$ cat config.mk
export PLATFORM = sky130hd
export DESIGN_NAME = spi_master_mode0_flat
export DESIGN_NICKNAME = d
export VERILOG_FILES = /design/src/rtl/spi_pkg.sv /design/src/rtl/spi_master_mode0_if.sv /design/src/rtl/spi_clk_div.sv /design/src/rtl/spi_master_mode0.sv /design/src/flat_wrapper.sv
export SDC_FILE = /design/constraint.sdc
export NUM_CORES = 1
export LEC_CHECK = 0
export CORE_ASPECT_RATIO = 0.6
export CORE_MARGIN = 8
export CORE_UTILIZATION = 40
export DETAILED_ROUTE_END_ITERATION = 8
export GPL_TIMING_DRIVEN = 1
export PLACE_DENSITY_LB_ADDON = 0.1
export REMOVE_ABC_BUFFERS = 1
export SYNTH_ARGS = -nofsm -noshare
export SYNTH_HDL_FRONTEND = slang
export SYNTH_SLANG_ARGS = --single-unit
$ cat constraint.sdc
create_clock -name clk -period 4 [get_ports clk]
set_input_delay 0.6 -clock clk [delete_from_list [all_inputs] [get_ports clk]]
set_output_delay 0.6 -clock clk [all_outputs]
set_load 0.02 [all_outputs]
$ cat src/rtl/spi_pkg.sv
// Shared definitions for the mode-0 SPI master: FSM states, mode bits
// and the default frame width.
package spi_pkg;

  typedef enum logic [1:0] {
    ST_IDLE = 2'd0,
    ST_LEAD = 2'd1,
    ST_XFER = 2'd2,
    ST_GAP  = 2'd3
  } spi_state_e;

  // Mode 0: clock idles low, data sampled on the rising edge.
  localparam bit SPI_CPOL = 1'b0;
  localparam bit SPI_CPHA = 1'b0;

  localparam int SPI_DEF_DATA_W = 16;

endpackage

$ cat src/rtl/spi_master_mode0_if.sv
// Local handshake plus SPI pins of the mode-0 master, bundled together.
// "master" is the view taken by the SPI master block itself; "slave" is
// the view of whatever drives it (local logic plus the SPI device).
interface spi_master_mode0_if #(
  parameter int DATA_W = 16
);
  logic              start;
  logic [DATA_W-1:0] tx_data;
  logic              ready;
  logic [DATA_W-1:0] rx_data;
  logic              done;
  logic              SCLK1;
  logic              MOSI1;
  logic              CS1;
  logic              MISO1;

  modport master (
    input  start, tx_data, MISO1,
    output ready, rx_data, done, SCLK1, MOSI1, CS1
  );

  modport slave (
    output start, tx_data, MISO1,
    input  ready, rx_data, done, SCLK1, MOSI1, CS1
  );
endinterface

$ cat src/rtl/spi_clk_div.sv
// Half-period timer: emits a one-cycle tick every CLK_DIV cycles while
// enabled; the count restarts from zero whenever it is disabled, so the
// first tick lands exactly CLK_DIV cycles after enable rises.
module spi_clk_div #(
  parameter int CLK_DIV = 4
) (
  input  logic clk,
  input  logic rst,
  input  logic en,
  output logic tick
);
  localparam int CW = (CLK_DIV > 1) ? $clog2(CLK_DIV) : 1;
  localparam logic [CW-1:0] LAST = CW'(CLK_DIV - 1);

  logic [CW-1:0] cnt_q;

  // Count 0..CLK_DIV-1 while enabled, hold at zero otherwise.
  always_ff @(posedge clk or posedge rst) begin
    if (rst) begin
      cnt_q <= '0;
    end else if (!en || (cnt_q == LAST)) begin
      cnt_q <= '0;
    end else begin
      cnt_q <= cnt_q + CW'(1);
    end
  end

  assign tick = en && (cnt_q == LAST);
endmodule

$ cat src/rtl/spi_master_mode0.sv
// SPI mode-0 master: full duplex, MSB first, DATA_W-bit frames, SCLK1
// derived from clk by a half-period tick. Every output is a register.
module spi_master_mode0
  import spi_pkg::*;
#(
  parameter int DATA_W  = SPI_DEF_DATA_W,
  parameter int CLK_DIV = 4
) (
  input  logic                clk,
  input  logic                rst,
  spi_master_mode0_if.master  bus
);
  localparam int BW = $clog2(DATA_W);
  localparam logic [BW-1:0] LAST_BIT = BW'(DATA_W - 1);

  spi_state_e        state_q;
  logic [BW-1:0]     bit_cnt_q;
  logic              tail_q;      // last falling edge done, one low half left
  logic [DATA_W-1:0] tx_sh_q;
  logic [DATA_W-1:0] rx_sh_q;
  logic [DATA_W-1:0] rx_data_q;
  logic              ready_q;
  logic              done_q;
  logic              sclk_q;
  logic              mosi_q;
  logic              cs_q;
  logic              tick;

  spi_clk_div #(
    .CLK_DIV (CLK_DIV)
  ) u_clk_div (
    .clk  (clk),
    .rst  (rst),
    .en   (state_q != ST_IDLE),
    .tick (tick)
  );

  // Frame sequencer: every tick is one SCLK1 half period; rises sample
  // MISO1, falls advance MOSI1. rx_data only changes on a completed frame.
  always_ff @(posedge clk or posedge rst) begin
    if (rst) begin
      state_q   <= ST_IDLE;
      bit_cnt_q <= '0;
      tail_q    <= 1'b0;
      tx_sh_q   <= '0;
      rx_sh_q   <= '0;
      rx_data_q <= '0;
      ready_q   <= 1'b1;
      done_q    <= 1'b0;
      sclk_q    <= SPI_CPOL;
      mosi_q    <= 1'b0;
      cs_q      <= 1'b1;
    end else begin
      done_q <= 1'b0;
      case (state_q)
        ST_IDLE: begin
          if (bus.start) begin
            state_q   <= ST_LEAD;
            ready_q   <= 1'b0;
            cs_q      <= 1'b0;
            sclk_q    <= SPI_CPOL;
            tx_sh_q   <= bus.tx_data;
            mosi_q    <= bus.tx_data[DATA_W-1];
            bit_cnt_q <= '0;
            tail_q    <= 1'b0;
          end
        end
        ST_LEAD: begin
          if (tick) begin
            sclk_q  <= ~SPI_CPOL;
            rx_sh_q <= {rx_sh_q[DATA_W-2:0], bus.MISO1};
            state_q <= ST_XFER;
          end
        end
        ST_XFER: begin
          if (tick) begin
            if (tail_q) begin
              cs_q      <= 1'b1;
              done_q    <= 1'b1;
              rx_data_q <= rx_sh_q;
              tail_q    <= 1'b0;
              state_q   <= ST_GAP;
            end else if (sclk_q != SPI_CPOL) begin
              sclk_q <= SPI_CPOL;
              if (bit_cnt_q == LAST_BIT) begin
                mosi_q <= 1'b0;
                tail_q <= 1'b1;
              end else begin
                bit_cnt_q <= bit_cnt_q + BW'(1);
                mosi_q    <= tx_sh_q[DATA_W-2];
                tx_sh_q   <= {tx_sh_q[DATA_W-2:0], 1'b0};
              end
            end else begin
              sclk_q  <= ~SPI_CPOL;
              rx_sh_q <= {rx_sh_q[DATA_W-2:0], bus.MISO1};
            end
          end
        end
        ST_GAP: begin
          if (tick) begin
            state_q <= ST_IDLE;
            ready_q <= 1'b1;
          end
        end
        default: state_q <= ST_IDLE;
      endcase
    end
  end

  assign bus.ready   = ready_q;
  assign bus.done    = done_q;
  assign bus.rx_data = rx_data_q;
  assign bus.SCLK1   = sclk_q;
  assign bus.MOSI1   = mosi_q;
  assign bus.CS1     = cs_q;
endmodule

$ cat src/flat_wrapper.sv
// flat-port wrapper written by rule: the top's interface ports become plain ports
module spi_master_mode0_flat import spi_pkg::*;
#(
  parameter int DATA_W  = SPI_DEF_DATA_W,
  parameter int CLK_DIV = 4
)
  (clk, rst, bus_start, bus_tx_data, bus_MISO1, bus_ready, bus_rx_data, bus_done, bus_SCLK1, bus_MOSI1, bus_CS1);
  spi_master_mode0_if #(.DATA_W(DATA_W)) bus_i ();
  input  logic clk;
  input  logic rst;
  input wire logic [$bits(bus_i.start)-1:0] bus_start;
  input wire logic [$bits(bus_i.tx_data)-1:0] bus_tx_data;
  input wire logic [$bits(bus_i.MISO1)-1:0] bus_MISO1;
  output wire logic [$bits(bus_i.ready)-1:0] bus_ready;
  output wire logic [$bits(bus_i.rx_data)-1:0] bus_rx_data;
  output wire logic [$bits(bus_i.done)-1:0] bus_done;
  output wire logic [$bits(bus_i.SCLK1)-1:0] bus_SCLK1;
  output wire logic [$bits(bus_i.MOSI1)-1:0] bus_MOSI1;
  output wire logic [$bits(bus_i.CS1)-1:0] bus_CS1;
  assign bus_i.start = bus_start;
  assign bus_i.tx_data = bus_tx_data;
  assign bus_i.MISO1 = bus_MISO1;
  assign bus_ready = bus_i.ready;
  assign bus_rx_data = bus_i.rx_data;
  assign bus_done = bus_i.done;
  assign bus_SCLK1 = bus_i.SCLK1;
  assign bus_MOSI1 = bus_i.MOSI1;
  assign bus_CS1 = bus_i.CS1;
  spi_master_mode0 #(.DATA_W(DATA_W), .CLK_DIV(CLK_DIV)) u_core (.clk(clk), .rst(rst), .bus(bus_i));
endmodule
==> results.tsv <==
metric	value	unit
Critical path buffers and inverters	1	
R2R depth	6	
Async S/R FF share, synth	100	%
first-pass GRT wire length	10000	µm
Iteration-0 DRC Markers	108	
status	completed	
First-pass DRT Iterations	4	
Antenna diodes	0	
sequential fraction of the synthesis area	51.2	%
Root Buffer Master	clkbuf_16	
synth unique cells	40	
Crit Path Class	reg -> reg	
Worst VDD drop	0.000246	V
f_max	401	MHz
hold buffer count at CTS	0	
post-route setup slack	1.50	ns
Setup-failing EPs final	0	
Worst-Margin Slew	0.672	ns
DR DRC count	0	
sequence of cells on the critical path	inv_1, ha_1, mux2i_1, o21ai_2, and2_4, a21oi_1	
Leakage	1.70	nW
dominant cells by area after synthesis	dfrtp_1 (49%), mux2_4 (9.1%), mux2_2 (6.0%), a21oi_4 (5.5%), mux2i_1 (5.0%)	
Initial Util	41.2	%
Slowest cell on crit path	o21ai_2	
GRT overflow	0	
fraction of layout cells with a size suffix above 1	27.3	%
Max clock buf depth	2	
hold depth	1	
Worst Skew	0.00545	ns
Reg power frac	33.0	%
final count of pins violating max slew	0	
Psw	0.000935	W
setup TNS	0	ns
switching share of power	35.0	%
chip width	128	µm
DR vias	1815	
Reg area	0.00153	mm²
synth warn	0	
die area	0.0106	mm²
Die Height	82.9	µm
via/cell ratio	4.89	
multi-input logic area	0.00133	mm²
Hold Startpoint	u_core.u_clk_div.cnt_q[0]	
Post-Synthesis Cells	219	
total CTS buffers	9	
# fillers	637	
clock latency on the worst-skew pair	0.33	ns
WHS	0.445	ns
post-synth top area share	49.5	%
reg2reg setup slack	1.50	ns
Port Buf Inserts	40	
crit path time final	2.50	ns
total track usage	12.2	%
Post-CTS Resized	0	
top-level I/O count	41	
WP depth	6	
FF+latch count, synth	61	
FP Rows	24	
detail-routed net length per standard cell	15.8	µm
critical path data arrival time	2.69	ns
most frequent cells in the layout	dfrtp_1 (59), clkdlybuf4s50_1 (40), a21oi_1 (21)	
Placed Cells	355	
clock slew at reported path FFs	0.05	ns
Primary FF master, synth	dfrtp_1	
hold path endpoint	u_core.u_clk_div.cnt_q[0]	
fin crit share	62.4	%
vias in the first global route	1900	
Final HPWL DP	4020	µm
clock share of power	30.1	%
H-tree level count	3	
commonest non-fill, non-tap cell in the layout	dfrtp_1	
Crit. End Element	register	
Synth area leader	dfrtp_1	
Internal	0.00173	W
Gate power share	36.9	%
Hold Vio Cnt, Final	0	
EDFF count, synth	0	
Worst Path Max Fanout	15	
unrepaired setup endpoints after global routing	no	
max_cap viols	0	
antenna violations before repair	0	
CTS tree	built	
Avg Cell Area, Syn	13.6	µm²
core area	0.00724	mm²
final std cells w/o fill	371	
P per Cell Area	710	mW/mm²
nets	290	
reg-to-reg startpoint	u_core.state_q[0]	
routability cong.	0.698	
Hold/Removal Path Class	reg -> reg	
Startpoint Class	register	
Layout area overhead	25.9	%
Slew Limit Headroom	55.1	%
RR Endpoint	u_core.tx_sh_q[8]	
cell family with most CP delay	compound AO/OA/AOI/OAI gates	
dpl ws	1.53	ns
antenna-violating nets left	0	
largest net degree at the start of global routing	33	
post-CTS setup buffers	0	
clk sinks	61	
final wirelength	5860	µm
area of the mapped netlist	0.00298	mm²
Max stage delay on crit path	0.55	ns
CP Data Required Time	4.19	ns
==> layout make-up <==
class                           instances  share of cell area, %
Sequential cell                        61                   40.7
Multi-Input combinational cell        139                   35.4
Timing Repair Buffer                   43                   11.3
Clock buffer                           13                   7.20
Tap cell                              104                   3.46
Clock inverter                          3                   1.13
Inverter                                8                  0.799
==> flip-flops by register name (all words and copies together) (netlist names), 2 cells and up <==
register / cells
u_core.bit_cnt_q: 4
u_core.state_q: 2
u_core.rx_sh_q: 16
u_core.u_clk_div.cnt_q: 2
u_core.tx_sh_q: 15
u_core.bus.rx_data: 16
==> routing by layer <==
layer	part of all wire, %	GRT usage [%]	vias up
li1	-	-	884
met1	54	16.6	889
met2	39	16.0	34
met3	5.2	5.04	8
met4	1.9	6.44	0
met5	0	0	-
==> logic make-up (layout without fill, tap and decap cells) <==
logic type,Yosys count,count (layout),synth area share [%]
flip-flops,61,61,51.2
AO/OA/AOI/OAI,52,52,14.4
multiplexers,50,50,20.6
adder cells (fa/ha/maj),8,8,3.35
buffers and inverters,19,67,4.15
AND/OR/NAND/NOR,29,29,6.25
==> through the flow <==
step,instance area [µm²],power (W),util (%)
finish,3760,0.00267,51.9
global route,3760,0.00284,51.9
global placement,3440,0.00187,47.6
detailed placement,3440,0.00188,47.6
floorplan,2890,0.00163,-
CTS,3760,0.00270,51.9
==> power by group through the flow <==
stage          registers [W]  clock network [W]  logic [W]
3_5_place_dp        0.000887                  0   0.000988
2_1_floorplan       0.000873                  0   0.000759
5_1_grt             0.000899           0.000857    0.00108
3_3_place_gp        0.000889                  0   0.000978
6_report            0.000880           0.000803   0.000985
4_1_cts             0.000881           0.000822   0.000993
==> how the worst max path moves through the flow <==
| stage | to | start | slack, ns |
|---|---|---|---|
| finish | u_core.tx_sh_q[8] | u_core.state_q[0] | 1.50 |
| global placement | u_core.bit_cnt_q[0] | bus_start | 1.53 |
| detailed placement | u_core.tx_sh_q[9] | bus_start | 1.53 |
| global route | u_core.tx_sh_q[8] | u_core.state_q[0] | 1.30 |
| floorplan | u_core.rx_sh_q[0] | u_core.state_q[0] | 1.58 |
| CTS | u_core.tx_sh_q[8] | u_core.state_q[0] | 1.53 |
==> synth_stat cells (3+ instances only) <==
library cell	n
dfrtp_1	59
a21oi_1	21
mux2_4	18
mux2_2	16
mux2i_1	15
a21oi_4	10
ha_1	8
inv_1	8
nand2_1	8
buf_2	5
o21ai_0	5
buf_6	4
nor2_1	4
a31oi_1	3
nor3_1	3
Power figures use the tool's default switching activity.
==> variant 1: new RTL, config.mk and constraints unchanged <==
The 4 states of `spi_state_e` get a one-hot encoding in 4 bits.
--- a/src/rtl/spi_pkg.sv
+++ b/src/rtl/spi_pkg.sv
@@ -4,7 +4,7 @@
 
-  typedef enum logic [1:0] {
-    ST_IDLE = 2'd0,
-    ST_LEAD = 2'd1,
-    ST_XFER = 2'd2,
-    ST_GAP  = 2'd3
+  typedef enum logic [3:0] {
+    ST_IDLE = 4'b0001,
+    ST_LEAD = 4'b0010,
+    ST_XFER = 4'b0100,
+    ST_GAP  = 4'b1000
   } spi_state_e;
Check against the original RTL: no difference found for any inputs over 10 cycles, from zero or initial values and one cycle with rst high; not proved beyond that.
==> variant 1 against the unedited design <==
  * Synthesized area down 4.9%
  * Die area down 4.1%
  * Design area down 4.2%
  * Sequential share of layout area up 3.2 points
  * Wire length down 0.43%
  * Fmax up 5.1%
  * Critical path depth unchanged
  * Sequential cell count up 2
  * Via count down 0.17%
  * Setup slack better by 0.12 ns
  * Largest cell class unchanged
Power is not compared: it rests on default switching activity, and its combinational part moved more than twofold at a synthesized area within 25%.
==> variant 1: results (changes against the unedited design) <==
run status=finished clean; count of multi-input combinational gates=129 (-7.2%); clock network area share=8.97% (+0.64 points); routed length per placed instance=16.9 microns (+7.1%); min setup slack post-route=1.63 ns (+0.122 ns); Clock buffer cells=9 (-4); r2r startpoint=u_core.state_q[0]$_DFFE_PP1P_; adder and majority cell fraction of the synthesized area=0.881% (-2.5 points); Sequential cell area=1580 sq um (+3.4%); multi-input gate share of the layout cell area=31.6% (-3.8 points); Worst Clk Skew=0.00468 ns (-0.000773 ns); weighted congestion reported at the end of routability-driven placement=0.759 (+8.7%); critical path peak fanout=18 (+3); worst reg2reg path endpoint=u_core.bit_cnt_q[0]$_DFFE_PP0P_; depth of the worst register-to-register path=5 (-1); Setup crit end=u_core.bit_cnt_q[0]$_DFFE_PP0P_; standard cell with the maximum stage delay on the critical path=clkdlybuf4s50_1; max incr delay on CP=0.57 ns (+0.02 ns); cell types with the highest counts after synthesis=dfrtp_1 (60), mux2_2 (32), o22ai_1 (15); drt via density=5.25 (+7.4%); share of cell area taken by muxes after synthesis=13.0% (-7.5 points); pin count of the biggest net entering global routing=43 (+30%); register bit total from synthesis=63 (+3.3%); classification of the worst-slack hold path=reg -> reg; inverter count of the layout excluding clock inverters=7 (-1); detailed placer's ending HPWL=3950 microns (-1.7%); fraction of layout cells with a size suffix above 1=27.5% (+0.18 points); number of distinct library cell variants in the gate-level netlist after synthesis=46 (+15%); vias in the first global route=1928 (+1.5%); compound-gate portion of the synthesized area=16.4% (+1.9 points); global-route total usage across every layer=12.5% (+0.30 points); fraction of area in non-clock buffers=11.7% (+0.49 points); global-route wire length before repair=10100 microns (+1.2%); top cells by area, synth=dfrtp_1 (53%), mux2_2 (13%), a2bb2oi_2 (3.7%); Worst path top cell family by delay=buffers and inverters; worst reg2reg setup slack=1.75 ns (+0.25 ns)
[variant 1: cell types whose count changed in the layout (fill, tap and decap cells not counted), moves of 4 or more]
cell	change
a21oi_1	-18
a21oi_4	-10
a2bb2oi_1	+9
a2bb2oi_2	+7
ha_1	-6
mux2_2	+16
mux2_4	-18
mux2i_1	-14
nor3_1	+4
o22ai_1	+15
[variant 1: per-layer routing]
metal	GRT usage, %	vias up	routed length (microns)
met5	0	-	0
met4	5.38	0	99
met3	4.87	10	339
met2	17.9	35	2400
met1	16.6	894	3000
li1	-	873	-
[variant 1: per-stage QoR]
| stage | cell area, sq um | total power [uW] | instances | hold WS [ns] |
|---|---|---|---|---|
| 2_1_floorplan | 2750 | 1170 | 199 | 0.417 |
| 3_3_place_gp | 3280 | 1300 | 329 | 0.444 |
| 3_5_place_dp | 3280 | 1310 | 329 | 0.446 |
| 4_1_cts | 3600 | 2150 | 345 | 0.453 |
| 5_1_grt | 3600 | 2230 | 345 | 0.470 |
| 6_report | 3600 | 2120 | 345 | 0.454 |
==> variant 2: new RTL, config.mk and constraints unchanged <==
Without the edit above. `CLK_DIV` is set to 4 in 3 places; all go to 8.
--- a/src/rtl/spi_clk_div.sv
+++ b/src/rtl/spi_clk_div.sv
@@ -4,3 +4,3 @@
 module spi_clk_div #(
-  parameter int CLK_DIV = 4
+  parameter int CLK_DIV = 8
 ) (
--- a/src/rtl/spi_master_mode0.sv
+++ b/src/rtl/spi_master_mode0.sv
@@ -6,3 +6,3 @@
   parameter int DATA_W  = SPI_DEF_DATA_W,
-  parameter int CLK_DIV = 4
+  parameter int CLK_DIV = 8
 ) (
--- a/src/flat_wrapper.sv
+++ b/src/flat_wrapper.sv
@@ -4,3 +4,3 @@
   parameter int DATA_W  = SPI_DEF_DATA_W,
-  parameter int CLK_DIV = 4
+  parameter int CLK_DIV = 8
 )
Check against the original RTL: not equivalent (Yosys sat finds a counterexample within 10 cycles, from zero or initial values and one cycle with rst high).
==> variant 2 against the unedited design <==
  * Synthesized cell count increased by 9.6%
  * Power shrank 9.0%
  * Clock skew about the same
  * Setup slack worse by 0.0039 ns
  * Design area decreased by 2.5%
  * Die area shrank 3.6%
  * Sequential cell count grew 1
  * Wire length rose by 2.6%
  * Synthesized area down 4.3%
  * Critical endpoint is now u_core.tx_sh_q[5]$_DFFE_PP0P_
  * Largest power group is now sequential cells
==> variant 2: results (changes against the unedited design) <==
critical path peak fanout=18 (+3); Yosys Warn Count=0 (unchanged); Pre-Repair DR Iteration Count=4 (unchanged); data arrival time of the critical path=2.68 ns (about the same); fraction of registers with async set/reset=100% (unchanged); total number of nets in the final design=310 (+6.9%); weighted congestion reported at the end of routability-driven placement=0.751 (+7.5%); classification of the worst-slack hold path=reg -> reg; flip-flop cell with the highest count after synthesis=dfrtp_1; number of gates given a new drive strength after cts=0 (unchanged); fraction of layout cells with a size suffix above 1=21.6% (-5.7 points); worst reg2reg setup slack=1.50 ns (about the same); global-route total usage across every layer=13.1% (+0.86 points); drt via density=5.11 (+4.4%); Clock Pin Slew Worst Setup and Hold Paths=0.06 ns; Worst-Skew Late Latency=0.32 ns; global-route wire length before repair=10500 microns (+4.8%); total CTS buffers=9 (unchanged); critical path launch point=u_core.state_q[0]$_DFFE_PP0P_; vias in the first global route=1942 (+2.2%); top cells by area, synth=dfrtp_1 (53%), mux2_2 (13%), ha_1 (3.5%); initial antenna violation count=0 (unchanged); Peak VDD IR=0.315 mV (+28%); number of buffers inserted by port buffering=40 (unchanged); leakage power summed over all cells=0.00174 uW (+2.4%); CTS Root Cell=clkbuf_16; worst reg2reg path endpoint=u_core.tx_sh_q[5]$_DFFE_PP0P_; Worst path top cell family by delay=compound AO/OA/AOI/OAI gates; depth of the worst register-to-register path=6 (unchanged); standard cell with the maximum stage delay on the critical path=ha_1; CTS max path bufs=2 (unchanged); cell types with the highest counts after synthesis=dfrtp_1 (60), mux2_2 (34), a21oi_1 (16), nand2_1 (16), o21ai_0 (11); part of the Yosys area used for sequential elements=54.4% (+3.2 points); setup fix buffers added after clock tree synthesis=0 (unchanged); nature of the critical path endpoint=flop; pin slew with the least headroom to its limit=1.04 ns (+0.371 ns); routed wire length=6010 microns (+2.6%); antenna fix cells=0 (unchanged); detailed placer's ending HPWL=4140 microns (+2.8%); pin count of the biggest net entering global routing=52 (+58%); max incr delay on CP=0.59 ns (+0.04 ns); internal power summed over all cells=1660 uW (-4.3%); Placed Instance Area=3330 sq um (-3.3%); H-tree depth=3 (unchanged); DRC violation total after the first TritonRoute iteration=100 (-7.4%); run status=finished clean; number of distinct library cell variants in the gate-level netlist after synthesis=37 (-7.5%); filler instances=630 (-1.1%); Worst Clk Skew=0.00553 ns (+0.0000706 ns)
-- variant 2: power groups by stage --
stage / clock [uW] / sequential (uW) / combinational [uW]
floorplan: 0 / 902 / 464
global placement: 0 / 902 / 680
detailed placement: 0 / 904 / 685
CTS: 870 / 896 / 689
global route: 902 / 918 / 776
finish: 850 / 897 / 682
-- variant 2: layout make-up --
class / instances / area (sq um) / area share, %
inverter: 7 / 26.3 / 0.718
clock buffer: 10 / 239 / 6.53
timing repair buffer: 44 / 430 / 11.8
tap: 91 / 114 / 3.11
clock inverter: 6 / 92.6 / 2.53
sequential: 62 / 1550 / 42.4
multi-input combinational: 158 / 1200 / 32.9
-- variant 2: how the worst min path moves through the flow --
stage | endpoint | startpoint | cells past startpoint
4_1_cts | u_core.u_clk_div.cnt_q[0]$_DFF_PP0_ | u_core.u_clk_div.cnt_q[0]$_DFF_PP0_ | 1
5_1_grt | u_core.tx_sh_q[14]$_DFFE_PP0P_ | u_core.tx_sh_q[14]$_DFFE_PP0P_ | 2
3_3_place_gp | u_core.u_clk_div.cnt_q[0]$_DFF_PP0_ | u_core.u_clk_div.cnt_q[0]$_DFF_PP0_ | 1
2_1_floorplan | u_core.u_clk_div.cnt_q[0]$_DFF_PP0_ | u_core.u_clk_div.cnt_q[0]$_DFF_PP0_ | 1
6_report | u_core.u_clk_div.cnt_q[0]$_DFF_PP0_ | u_core.u_clk_div.cnt_q[0]$_DFF_PP0_ | 1
3_5_place_dp | u_core.u_clk_div.cnt_q[0]$_DFF_PP0_ | u_core.u_clk_div.cnt_q[0]$_DFF_PP0_ | 1
-- variant 2: kinds of logic (layout without fill, tap and decap cells) --
family / Yosys count / count (layout) / synth area share, %
AOI/OAI and AO/OA: 50 / 50 / 10.6
xor gates and xnor gates: 1 / 1 / 0.307
adders and majority gates: 8 / 8 / 3.51
buffers and inverters: 20 / 67 / 3.37
DFF: 62 / 62 / 54.4
muxes: 43 / 43 / 16.6
and+or+nand+nor: 56 / 56 / 11.2
-- variant 2: through the flow --
stage | utilization, % | cells | hold WS, ns | power (uW) | setup WS [ns]
after global placement | 47.0 | 362 | 0.428 | 1580 | 1.57
after detailed placement | 47.0 | 362 | 0.430 | 1590 | 1.47
after global routing | 51.7 | 378 | 0.496 | 2600 | 1.24
after CTS | 51.7 | 378 | 0.482 | 2460 | 1.46
after floorplan | - | 227 | 0.408 | 1370 | 1.36
final | 51.7 | 378 | 0.473 | 2430 | 1.50
-- variant 2: layer usage --
| layer | global-route usage [%] | wire length, microns | up-vias |
|---|---|---|---|
| met5 | 0 | 0 | - |
| met4 | 4.34 | 61 | 0 |
| met3 | 4.54 | 240 | 6 |
| met2 | 17.3 | 2320 | 37 |
| met1 | 19.2 | 3390 | 944 |
| li1 | - | - | 944 |
